--- src/rtl/mem_arbiter_pkg.sv ---
// mem_arb_pkg: shared types and widths for the unified-memory arbiter.
// Contents: FSM state enum, transaction owner enum, address/data widths.
// Used by: mem_arbiter (top) and arb_pick (winner select).
package mem_arb_pkg;

  localparam int ADDR_W = 32;
  localparam int DATA_W = 32;

  typedef enum logic [1:0] {
    IDLE,
    ISSUE,
    WAIT,
    RESP
  } state_t;

  typedef enum logic {
    OWN_IF,
    OWN_D
  } owner_t;

endpackage

--- src/rtl/mem_arbiter_arb_pick.sv ---
// arb_pick: combinational winner select between fetch and data requests.
// Ports: if_req/d_req (requests), streak_sat (data streak at its limit),
//        any_req (someone is asking), winner (who gets the next access).
module arb_pick
  import mem_arb_pkg::*;
(
  input  logic   if_req,
  input  logic   d_req,
  input  logic   streak_sat,
  output logic   any_req,
  output owner_t winner
);

  assign any_req = if_req | d_req;

  // Data wins unless fetch is also waiting and data has used up its streak.
  assign winner = (d_req && !(if_req && streak_sat)) ? OWN_D : OWN_IF;

endmodule

--- src/rtl/mem_arbiter.sv ---
// mem_arbiter: serialises CPU fetch and data accesses onto one fixed-latency
// single-port memory, data-priority with a fetch-starvation guard.
// Ports: if_* fetch port, d_* data port (req/grant/valid handshake),
//        mem_* memory port, busy = FSM not idle.
module mem_arbiter
  import mem_arb_pkg::*;
#(
  parameter int MEM_LATENCY     = 2,
  parameter int MAX_DATA_STREAK = 4
) (
  input  logic              clk,
  input  logic              reset,
  input  logic              if_req,
  input  logic [ADDR_W-1:0] if_addr,
  output logic              if_grant,
  output logic              if_valid,
  output logic [DATA_W-1:0] if_rdata,
  input  logic              d_req,
  input  logic              d_we,
  input  logic [ADDR_W-1:0] d_addr,
  input  logic [DATA_W-1:0] d_wdata,
  output logic              d_grant,
  output logic              d_valid,
  output logic [DATA_W-1:0] d_rdata,
  output logic              mem_en,
  output logic              mem_we,
  output logic [ADDR_W-1:0] mem_addr,
  output logic [DATA_W-1:0] mem_wdata,
  input  logic [DATA_W-1:0] mem_rdata,
  output logic              busy
);

  localparam int STREAK_W = $clog2(MAX_DATA_STREAK + 1);
  localparam int CNT_W    = (MEM_LATENCY > 1) ? $clog2(MEM_LATENCY) : 1;

  state_t              state;
  owner_t              owner;
  owner_t              winner;
  logic                any_req;
  logic                lat_we;
  logic [STREAK_W-1:0] streak;
  logic [CNT_W-1:0]    cnt;
  logic                streak_sat;

  assign streak_sat = (streak == STREAK_W'(MAX_DATA_STREAK));
  assign busy       = (state != IDLE);

  arb_pick u_pick (
    .if_req     (if_req),
    .d_req      (d_req),
    .streak_sat (streak_sat),
    .any_req    (any_req),
    .winner     (winner)
  );

  // The mem_addr/mem_wdata registers double as the latched request for the
  // ISSUE cycle; the owner's rdata register is the response register.
  always_ff @(posedge clk or posedge reset) begin
    if (reset) begin
      state     <= IDLE;
      owner     <= OWN_IF;
      lat_we    <= 1'b0;
      streak    <= '0;
      cnt       <= '0;
      if_grant  <= 1'b0;
      if_valid  <= 1'b0;
      if_rdata  <= '0;
      d_grant   <= 1'b0;
      d_valid   <= 1'b0;
      d_rdata   <= '0;
      mem_en    <= 1'b0;
      mem_we    <= 1'b0;
      mem_addr  <= '0;
      mem_wdata <= '0;
    end else begin
      // Grants, valids and the memory strobe are single-cycle pulses.
      if_grant  <= 1'b0;
      d_grant   <= 1'b0;
      if_valid  <= 1'b0;
      d_valid   <= 1'b0;
      mem_en    <= 1'b0;
      mem_we    <= 1'b0;
      mem_addr  <= '0;
      mem_wdata <= '0;
      case (state)
        IDLE: begin
          if (any_req) begin
            state  <= ISSUE;
            owner  <= winner;
            mem_en <= 1'b1;
            if (winner == OWN_D) begin
              lat_we    <= d_we;
              mem_we    <= d_we;
              mem_addr  <= d_addr;
              mem_wdata <= d_wdata;
              d_grant   <= 1'b1;
              // Streak only grows while fetch is actually being held off.
              if (!if_req)         streak <= '0;
              else if (!streak_sat) streak <= streak + 1'b1;
            end else begin
              lat_we   <= 1'b0;
              mem_addr <= if_addr;
              if_grant <= 1'b1;
              streak   <= '0;
            end
          end
        end
        ISSUE: begin
          state <= WAIT;
          cnt   <= CNT_W'(MEM_LATENCY - 1);
        end
        WAIT: begin
          if (cnt == '0) begin
            state <= RESP;
            if (owner == OWN_IF) begin
              if_valid <= 1'b1;
              if_rdata <= mem_rdata;
            end else begin
              d_valid <= 1'b1;
              d_rdata <= lat_we ? '0 : mem_rdata;
            end
          end else begin
            cnt <= cnt - 1'b1;
          end
        end
        RESP: state <= IDLE;
        default: state <= IDLE;
      endcase
    end
  end

endmodule
--- config.mk ---
export PLATFORM = sky130hd
export DESIGN_NAME = mem_arbiter
export DESIGN_NICKNAME = d
export VERILOG_FILES = /design/src/rtl/mem_arbiter_pkg.sv /design/src/rtl/mem_arbiter_arb_pick.sv /design/src/rtl/mem_arbiter.sv
export SDC_FILE = /design/constraint.sdc
export NUM_CORES = 1
export LEC_CHECK = 0
export CAP_MARGIN = 20
export CORE_MARGIN = 3
export CORE_UTILIZATION = 43
export CTS_BUF_LIST = sky130_fd_sc_hd__clkbuf_8 sky130_fd_sc_hd__clkbuf_16
export CTS_CLUSTER_SIZE = 25
export DETAILED_ROUTE_END_ITERATION = 10
export GPL_ROUTABILITY_DRIVEN = 0
export PLACE_DENSITY = 0.91
export SYNTH_ARGS = -nofsm -noshare
export SYNTH_HDL_FRONTEND = slang
export SYNTH_SLANG_ARGS = --single-unit
--- constraint.sdc ---
create_clock -name clk -period 10.1 [get_ports clk]
set_input_delay 1.515 -clock clk [delete_from_list [all_inputs] [get_ports clk]]
set_output_delay 1.515 -clock clk [all_outputs]
set_load 0.02 [all_outputs]
; ---- Yosys cells after proc, flatten, opt, wreduce, memory -nomap -nowiden
; Cells that the tools add are included.
[totals]
register_bits = 142
output_inout_bits = 135
wordCells = 71
[classes]
add_sub_neg = 2
eq_ne = 7
mux = 33
bitwise = 3
n_reduce_logical = 11
[ops]
columns = op, n
row1 = $mux W32, 7
row2 = $mux W1, 19
row3 = $mux W3, 3
row4 = $reduce_and A3 Y1, 3
row5 = $pmux W2 S4, 1
row6 = $eq A2 B2 Y1 const B, 2
row7 = $mux W2, 2
row8 = $ne A2 B2 Y1 const B, 2
row9 = $reduce_and A2 Y1, 2
row10 = $reduce_bool A2 Y1, 2
row11 = $add A3 B1 Y3 const B, 1
row12 = $eq A3 B3 Y1 const B, 1
row13 = $ne A3 B3 Y1 const B, 1
row14 = $eq A2 B1 Y1 const B, 1
row15 = $logic_and A1 B1 Y1, 2
row16 = $logic_not A2 Y1, 1
row17 = $not A1 Y1, 2
row18 = $pmux W1 S2, 1
row19 = $logic_not A1 Y1, 1
row20 = $or A1 B1 Y1, 1
row21 = $sub A1 B1 Y1 const B, 1

; ---- Depth between registers and ports, before layout
; Gate-level depths: netlist of run 1.
[logic_depth]
depth_word = 8
mapped_depth = 7
depth_no_buf = 5

; ---- Cells and area by module
; A second synthesis of run 1 with hierarchy kept.
[unflattened]
hier_cells = 427
area_unflattened_um2 = 5426.5
[modules_own_cells]
columns = mod, instances, cells_each, area_per_inst_um2, seq_area_each_um2
row1 = mem_arbiter, 1, 425, 5412.7, 3553.4
row2 = arb_pick, 1, 2, 13.8, 0.0

; ---- Worst setup path before layout of run 1
; OpenSTA, ideal clock, no wires.
[synth_timing]
path_type = input to register
startpoint = in if_req
endpoint = reg streak[0]
setup_ps = 120
t_arrival_ps = 2251
setup_slack_ps = 7729
stages = 4
cell_sequence = clkbuf_2 -> o21ai_0 -> and2_1 -> a31o_2
[synth_between]
elab_chain_cells = 6
[synth_rtl]
columns = item, line
row1 = "start, declared", mem_arbiter.sv:13  ; input logic if_req,
row2 = $logic_and A1 B1 Y1, mem_arbiter_arb_pick.sv:17  ; assign winner = (d_req && !(if_req && streak_sat)) ? OWN_D : OWN_IF;
row3 = $logic_not A1 Y1, mem_arbiter_arb_pick.sv:17
row4 = $logic_and A1 B1 Y1, mem_arbiter_arb_pick.sv:17
row5 = $mux W1, mem_arbiter_arb_pick.sv:17
row6 = $ne A3 B3 Y1 (no line), -
row7 = $reduce_and A3 Y1 (no line), -
row8 = "end signal, assigned", mem_arbiter.sv:99  ; else if (!streak_sat) streak <= streak + 1'b1;
row9 = "end, declared", mem_arbiter.sv:41  ; logic [STREAK_W-1:0] streak;
; Parallel ways exist; a longest one is shown, timed or not.
; A chain may end at the register's enable or synchronous reset.

; ---- Worst setup path after layout of run 1
[layout_timing]
startpoint = reg state[0]
endpoint = out busy
[layout_between]
elab_chain_cells = 1
[layout_rtl]
columns = item, line
row1 = "start, declared", mem_arbiter.sv:36  ; state_t state;
row2 = "start signal, assigned", mem_arbiter.sv:60  ; state <= IDLE;
row3 = "start signal, assigned", mem_arbiter.sv:88  ; state <= ISSUE;
row4 = "start signal, assigned", mem_arbiter.sv:109  ; state <= WAIT;
row5 = $reduce_bool A2 Y1, mem_arbiter.sv:46  ; assign busy = (state != IDLE);
row6 = "end, declared", mem_arbiter.sv:30  ; output logic busy
; No other way between the ends.

==> results of run 1 <==
[state kept, by name (all words and copies together) (netlist names)]
register	count
d_rdata	32
if_rdata	32
mem_addr	32
mem_wdata	32
streak	3
state	2
cnt	1
d_grant	1
d_valid	1
if_grant	1
if_valid	1
lat_we	1
mem_en	1
mem_we	1
owner	1
[cell families after synthesis]
kind of cell	after synthesis
buffers and inverters	33
xor gates and xnor gates	1
and+or+nand+nor	104
adders and majority gates	4
muxes	34
AOI/OAI and AO/OA	74
DFF	142
[synth_stat cells, drive strengths merged]
library cell | count | area, µm²
a21o | 1 | 7.51
nand2 | 35 | 131
a21oi | 1 | 8.76
clkbuf | 8 | 31.3
a31o | 1 | 8.76
mux2 | 33 | 372
nor2 | 1 | 3.75
o21ai | 33 | 165
xor2 | 1 | 8.76
and2 | 34 | 213
a22oi | 1 | 7.51
mux2i | 1 | 10.0
nand2b | 32 | 200
a31oi | 1 | 21.3
a32o | 2 | 20.0
ha | 4 | 50.1
o22a | 1 | 8.76
buf | 16 | 98.8
dfrtp | 142 | 3550
a22o | 33 | 289
nor3b | 1 | 18.8
inv | 9 | 33.8
nand3b | 1 | 7.51
[final cells by class]
| type | instances | area [µm²] |
|---|---|---|
| clock inverter | 12 | 169 |
| timing repair buffer | 272 | 2710 |
| inverter | 9 | 38.8 |
| multi-input combinational | 217 | 1550 |
| tap | 143 | 179 |
| fill | 755 | 3060 |
| clock buffer | 19 | 453 |
| sequential | 142 | 3550 |
[metrics by stage]
| stage | utilization, % | power (µW) | worst slack [ps] |
|---|---|---|---|
| 6_report | 73.9 | 2530 | 6810 |
| 5_1_grt | 73.9 | 2670 | 6720 |
| 4_1_cts | 73.9 | 2560 | 6780 |
| 3_5_place_dp | 68.6 | 1900 | 6680 |
| 3_3_place_gp | 68.6 | 1860 | 6760 |
| 2_1_floorplan | - | 1380 | 4780 |
[routing by layer]
layer  wire (µm)  global-route usage (%)  vias to the layer above
met1        4970                    23.3                     1923
met2        7660                    38.7                      193
met3        1320                    8.13                       37
met4         564                    10.5                        0
met5           0                       0                        -
li1            -                       -                     1859
[critical path, cell delays in order, from the launching register on]
cell,delay [ps]
dfrtp_1,340
inv_1,70
ha_1,270
inv_1,80
clkdlybuf4s50_1,610
[placed cells by master, fill, tap and decap left out]
cell type        netlist  final
clkbuf_8               0      2
mux2_2                32     32
buf_4                  0      5
inv_1                  9      9
a31oi_4                1      1
a21o_1                 1      1
bufinv_16              0      4
clkbuf_16              0     17
nor2_1                 1      1
o21ai_0               33     33
inv_6                  0      1
a22oi_1                1      1
clkinv_2               0      4
nor3b_4                1      1
xor2_1                 1      1
clkinv_4               0      2
nand2_1               35     35
and2_1                34     34
mux2i_1                1      1
a21oi_2                1      1
a22o_1                33     33
o22a_1                 1      1
clkdlybuf4s50_1        0    267
clkinvlp_4             0      1
nand3b_1               1      1
mux2_1                 1      1
a32o_1                 2      2
ha_1                   4      4
nand2b_1              32     32
a31o_2                 1      1
dfrtp_1              142    142
[how the worst min path moves through the flow]
stage / startpoint / to / slack [ps] / cells after the start
after floorplan: state[0] / state[0] / 460 / 1
after global placement: d_rdata[11] / d_rdata[11] / 460 / 2
after detailed placement: d_rdata[22] / d_rdata[22] / 470 / 2
after CTS: d_rdata[22] / d_rdata[22] / 480 / 2
after global routing: state[0] / state[0] / 500 / 1
final: d_rdata[22] / d_rdata[22] / 480 / 2
[power by group]
group	switching, µW	internal [µW]
clock	226	423
sequential	109	764
combinational	495	514
total	829	1700
==> out/qor.txt, run 1 <==
status: complete, no violations
clock skew: 6.84 ps
CTS Root Cell: clkbuf_16
Detailed Place HPWL: 10700 µm
reg2reg path depth: 6
final hold violation count: 0
clk_lat worst skew: 410 ps
syn_nets: 529
starting density of the core: 45.0%
Pleak: 0.00388 µW
clk sinks: 142
XOR/XNOR Fraction of Synth Area: 0.166%
largest family of logic cells by synthesized area: simple AND/OR/NAND/NOR gates
register area share after synthesis: 67.4%
Post-Synth Adder-Cell Area: 0.950%
worst rel slew slack: 41.7%
P&R area growth vs syn: 64.3%
CTS resizes: 0
initial antenna violation count: 0
DIE WIDTH: 117 µm
Post-Place Cells: 783
Worst-path clk slew: 60 ps
Worst R2R Start: state[0]
gate count of the mapped netlist: 392
RSZ-0062 raised after global routing: no
DRT Pass-1 Iters: 4
I/O pins: 268
Hold Buf Count CTS: 0
Peak Freq: 304 MHz
crit path launch type: flop
via count: 4012
Layout Cells excl Fill: 814
synthesized flop and latch total: 142
Tmin final: 3290 ps
Final nets: 796
placed cell area: 8030 µm²
Yosys cell types: 26
setup TNS: 0 ps
cell area after synthesis: 5270 µm²
CP Data Arrival Time: 1780 ps
die area: 13600 µm²
Synth Area in Compound Gates: 10.2%
final instance area: 8650 µm²
Residual DRC: 0
CTS tree: built
final setup vio count: 0
P per Cell Area: 292 nW/µm²
grt ovf: 0
post-CTS setup buffers: 0
Slew Limit Fails: 0
antenna cells: 0
largest net degree at the start of global routing: 74
worst min-delay path class: reg -> reg
Syn Area/Cell: 13.4 µm²
Setup crit end kind: output pin
slew of the pin with the lowest slew margin: 874 ps
Setup CP Type: reg -> out
port bufs: 267
core area: 11700 µm²
Max clock buf depth: 2
Tcrit/Tclk final: 32.6%
Req. time, crit path: 8590 ps
post-synthesis mux area share: 7.24%
Tot GR Track Use: 22.0%
crit path from: state[0]
Warnings, synthesis: 0
max-cap viol count: 0
crit-path max FO: 6
simple-gate portion of the synthesized area: 10.9%
reg2reg end: streak[2]
Critical Path End: busy
layout cell share with drive strength beyond 1: 10.7%
reg-to-reg slack, setup: 8210 ps
initial drt markers: 279
vias in the first global route: 4367
row cnt: 39
global-route wire length before repair: 22600 µm
Final ANT Viol Nets: 0
WL final: 14500 µm
post-DR wirelength/cell: 17.8 µm
Min Hold Slack: 476 ps
H-tree levels: 4
VDD IR-drop max: 0.110 mV
die span in y: 117 µm
CTS Buf Count: 17
vias per inst: 4.93
Power figures use the tool's default switching activity.
==> run 2: changes to the inputs <==
--- a/config.mk
+++ b/config.mk
@@ -7,12 +7,12 @@
 export LEC_CHECK = 0
 export CAP_MARGIN = 20
 export CORE_MARGIN = 3
-export CORE_UTILIZATION = 43
+export CORE_UTILIZATION = 36
 export CTS_BUF_LIST = sky130_fd_sc_hd__clkbuf_8 sky130_fd_sc_hd__clkbuf_16
 export CTS_CLUSTER_SIZE = 25
 export DETAILED_ROUTE_END_ITERATION = 10
 export GPL_ROUTABILITY_DRIVEN = 0
-export PLACE_DENSITY = 0.91
+export PLACE_DENSITY = 0.81
 export SYNTH_ARGS = -nofsm -noshare
 export SYNTH_HDL_FRONTEND = slang
 export SYNTH_SLANG_ARGS = --single-unit
==> constraint.sdc (replaced) <==
create_clock -name clk -period 3 [get_ports clk]
set_input_delay 0.45 -clock clk [delete_from_list [all_inputs] [get_ports clk]]
set_output_delay 0.45 -clock clk [all_outputs]
set_load 0.02 [all_outputs]
==> out/qor.txt, run 2 (synthesized netlist as in run 1, its figures left out) <==
Residual DRC: 0
sw frac: 32.4%
max-cap viol count: 0
CTS resizes: 0
CP Data Arrival Time: 1770 ps
grt ovf: 0
Tmin final: 2220 ps
Req. time, crit path: 2550 ps
pre-CTS setup slack: 870 ps
die span in y: 127 µm
initial antenna violation count: 0
placed cell area: 8090 µm²
Min-Delay Endpoint: d_rdata[7]
P&R area growth vs syn: 65.4%
P per Cell Area: 971 nW/µm²
largest net degree at the start of global routing: 72
via count: 3978
Tot GR Track Use: 17.6%
worst rel slew slack: 38.2%
Final nets: 798
Tcrit/Tclk final: 74.1%
hold depth: 2
global-route wire length before repair: 22100 µm
post-CTS setup buffers: 0
Pleak: 0.00389 µW
Max clock buf depth: 2
I/O pins: 268
min-delay src: d_rdata[7]
Min Hold Slack: 478 ps
Slew Limit Fails: 0
most common cell after layout, fill and taps aside: clkdlybuf4s50_1
RSZ-0062 raised after global routing: no
final setup vio count: 0
Seq pwr share: 34.6%
VDD IR-drop max: 0.460 mV
status: complete, no violations
vias in the first global route: 4299
final hold violation count: 0
Setup crit end kind: output pin
DRT Pass-1 Iters: 4
clk_lat worst skew: 410 ps
CTS Buf Count: 17
reg-to-reg slack, setup: 1150 ps
Final ANT Viol Nets: 0
Detailed Place HPWL: 10400 µm
crit-path max FO: 6
sw power: 2740 µW
reg2reg end: streak[2]
Fill cells: 1061
Hold Buf Count CTS: 0
core area: 14100 µm²
slew of the pin with the lowest slew margin: 926 ps
internal power: 5720 µW
DIE WIDTH: 127 µm
reg2reg path depth: 6
setup TNS: 0 ps
clock skew: 8.84 ps
final instance area: 8720 µm²
vias per inst: 4.66
most frequent cells in the layout: 267 x clkdlybuf4s50_1, 142 x dfrtp_1, 35 x nand2_1
H-tree levels: 4
CTS Root Cell: clkbuf_16
final worst slack: 778 ps
die area: 16100 µm²
layout cell share with drive strength beyond 1: 11.0%
crit path launch type: flop
WL final: 13900 µm
worst min-delay path class: reg -> reg
post-DR wirelength/cell: 16.2 µm
starting density of the core: 37.4%
Peak Freq: 450 MHz
antenna cells: 0
Worst R2R Start: state[0]
clk sinks: 142
Worst-path clk slew: 60 ps
combinational power share: 39.6%
CTS tree: built
Setup CP Type: reg -> out
clock power share: 25.8%
port bufs: 267
row cnt: 43
initial drt markers: 132
-- run 2: critical path, cell delays in order, from the launching register on --
cell,delay (ps)
dfrtp_1,350
inv_1,60
ha_1,270
inv_1,90
clkdlybuf4s50_1,600
-- run 2: worst max-delay path by stage --
stage | from | end | cells after the start
finish | state[0] | busy | 4
global route | state[1] | busy | 4
CTS | state[0] | busy | 4
detailed placement | d_req | streak[2] | 5
global placement | d_req | streak[2] | 5
floorplan | reset | cnt | 1
-- run 2: layout make-up --
class	count	area (µm²)	area share, %
clock inverters	13	171	1.97
flip-flops and latches	142	3550	40.8
repair buffers	274	2730	31.3
clock buffers	19	453	5.20
well taps	180	225	2.58
inverters	9	37.5	0.431
multi-input cells	217	1550	17.8
-- run 2: routing by layer --
metal / vias up / GRT usage [%] / wire [µm]
li1: 1858 / - / -
met1: 1912 / 19.2 / 4970
met2: 182 / 30.4 / 7160
met3: 26 / 7.44 / 1390
met4: 0 / 7.19 / 331
met5: - / 0 / 0
-- run 2: through the flow --
stage / util, % / total power (µW) / instances
after global placement: 57.4 / 6250 / 822
final: 61.8 / 8470 / 854
after CTS: 61.8 / 8590 / 854
after floorplan: - / 4650 / 392
after global routing: 61.8 / 8920 / 854
after detailed placement: 57.4 / 6370 / 822
-- run 2: power groups by stage --
| stage | combinational (µW) | sequential [µW] | clock, µW |
|---|---|---|---|
| after floorplan | 996 | 3650 | 0 |
| after global placement | 3320 | 2930 | 0 |
| after detailed placement | 3390 | 2980 | 0 |
| after CTS | 3410 | 2950 | 2240 |
| after global routing | 3580 | 3020 | 2320 |
| final | 3350 | 2930 | 2180 |
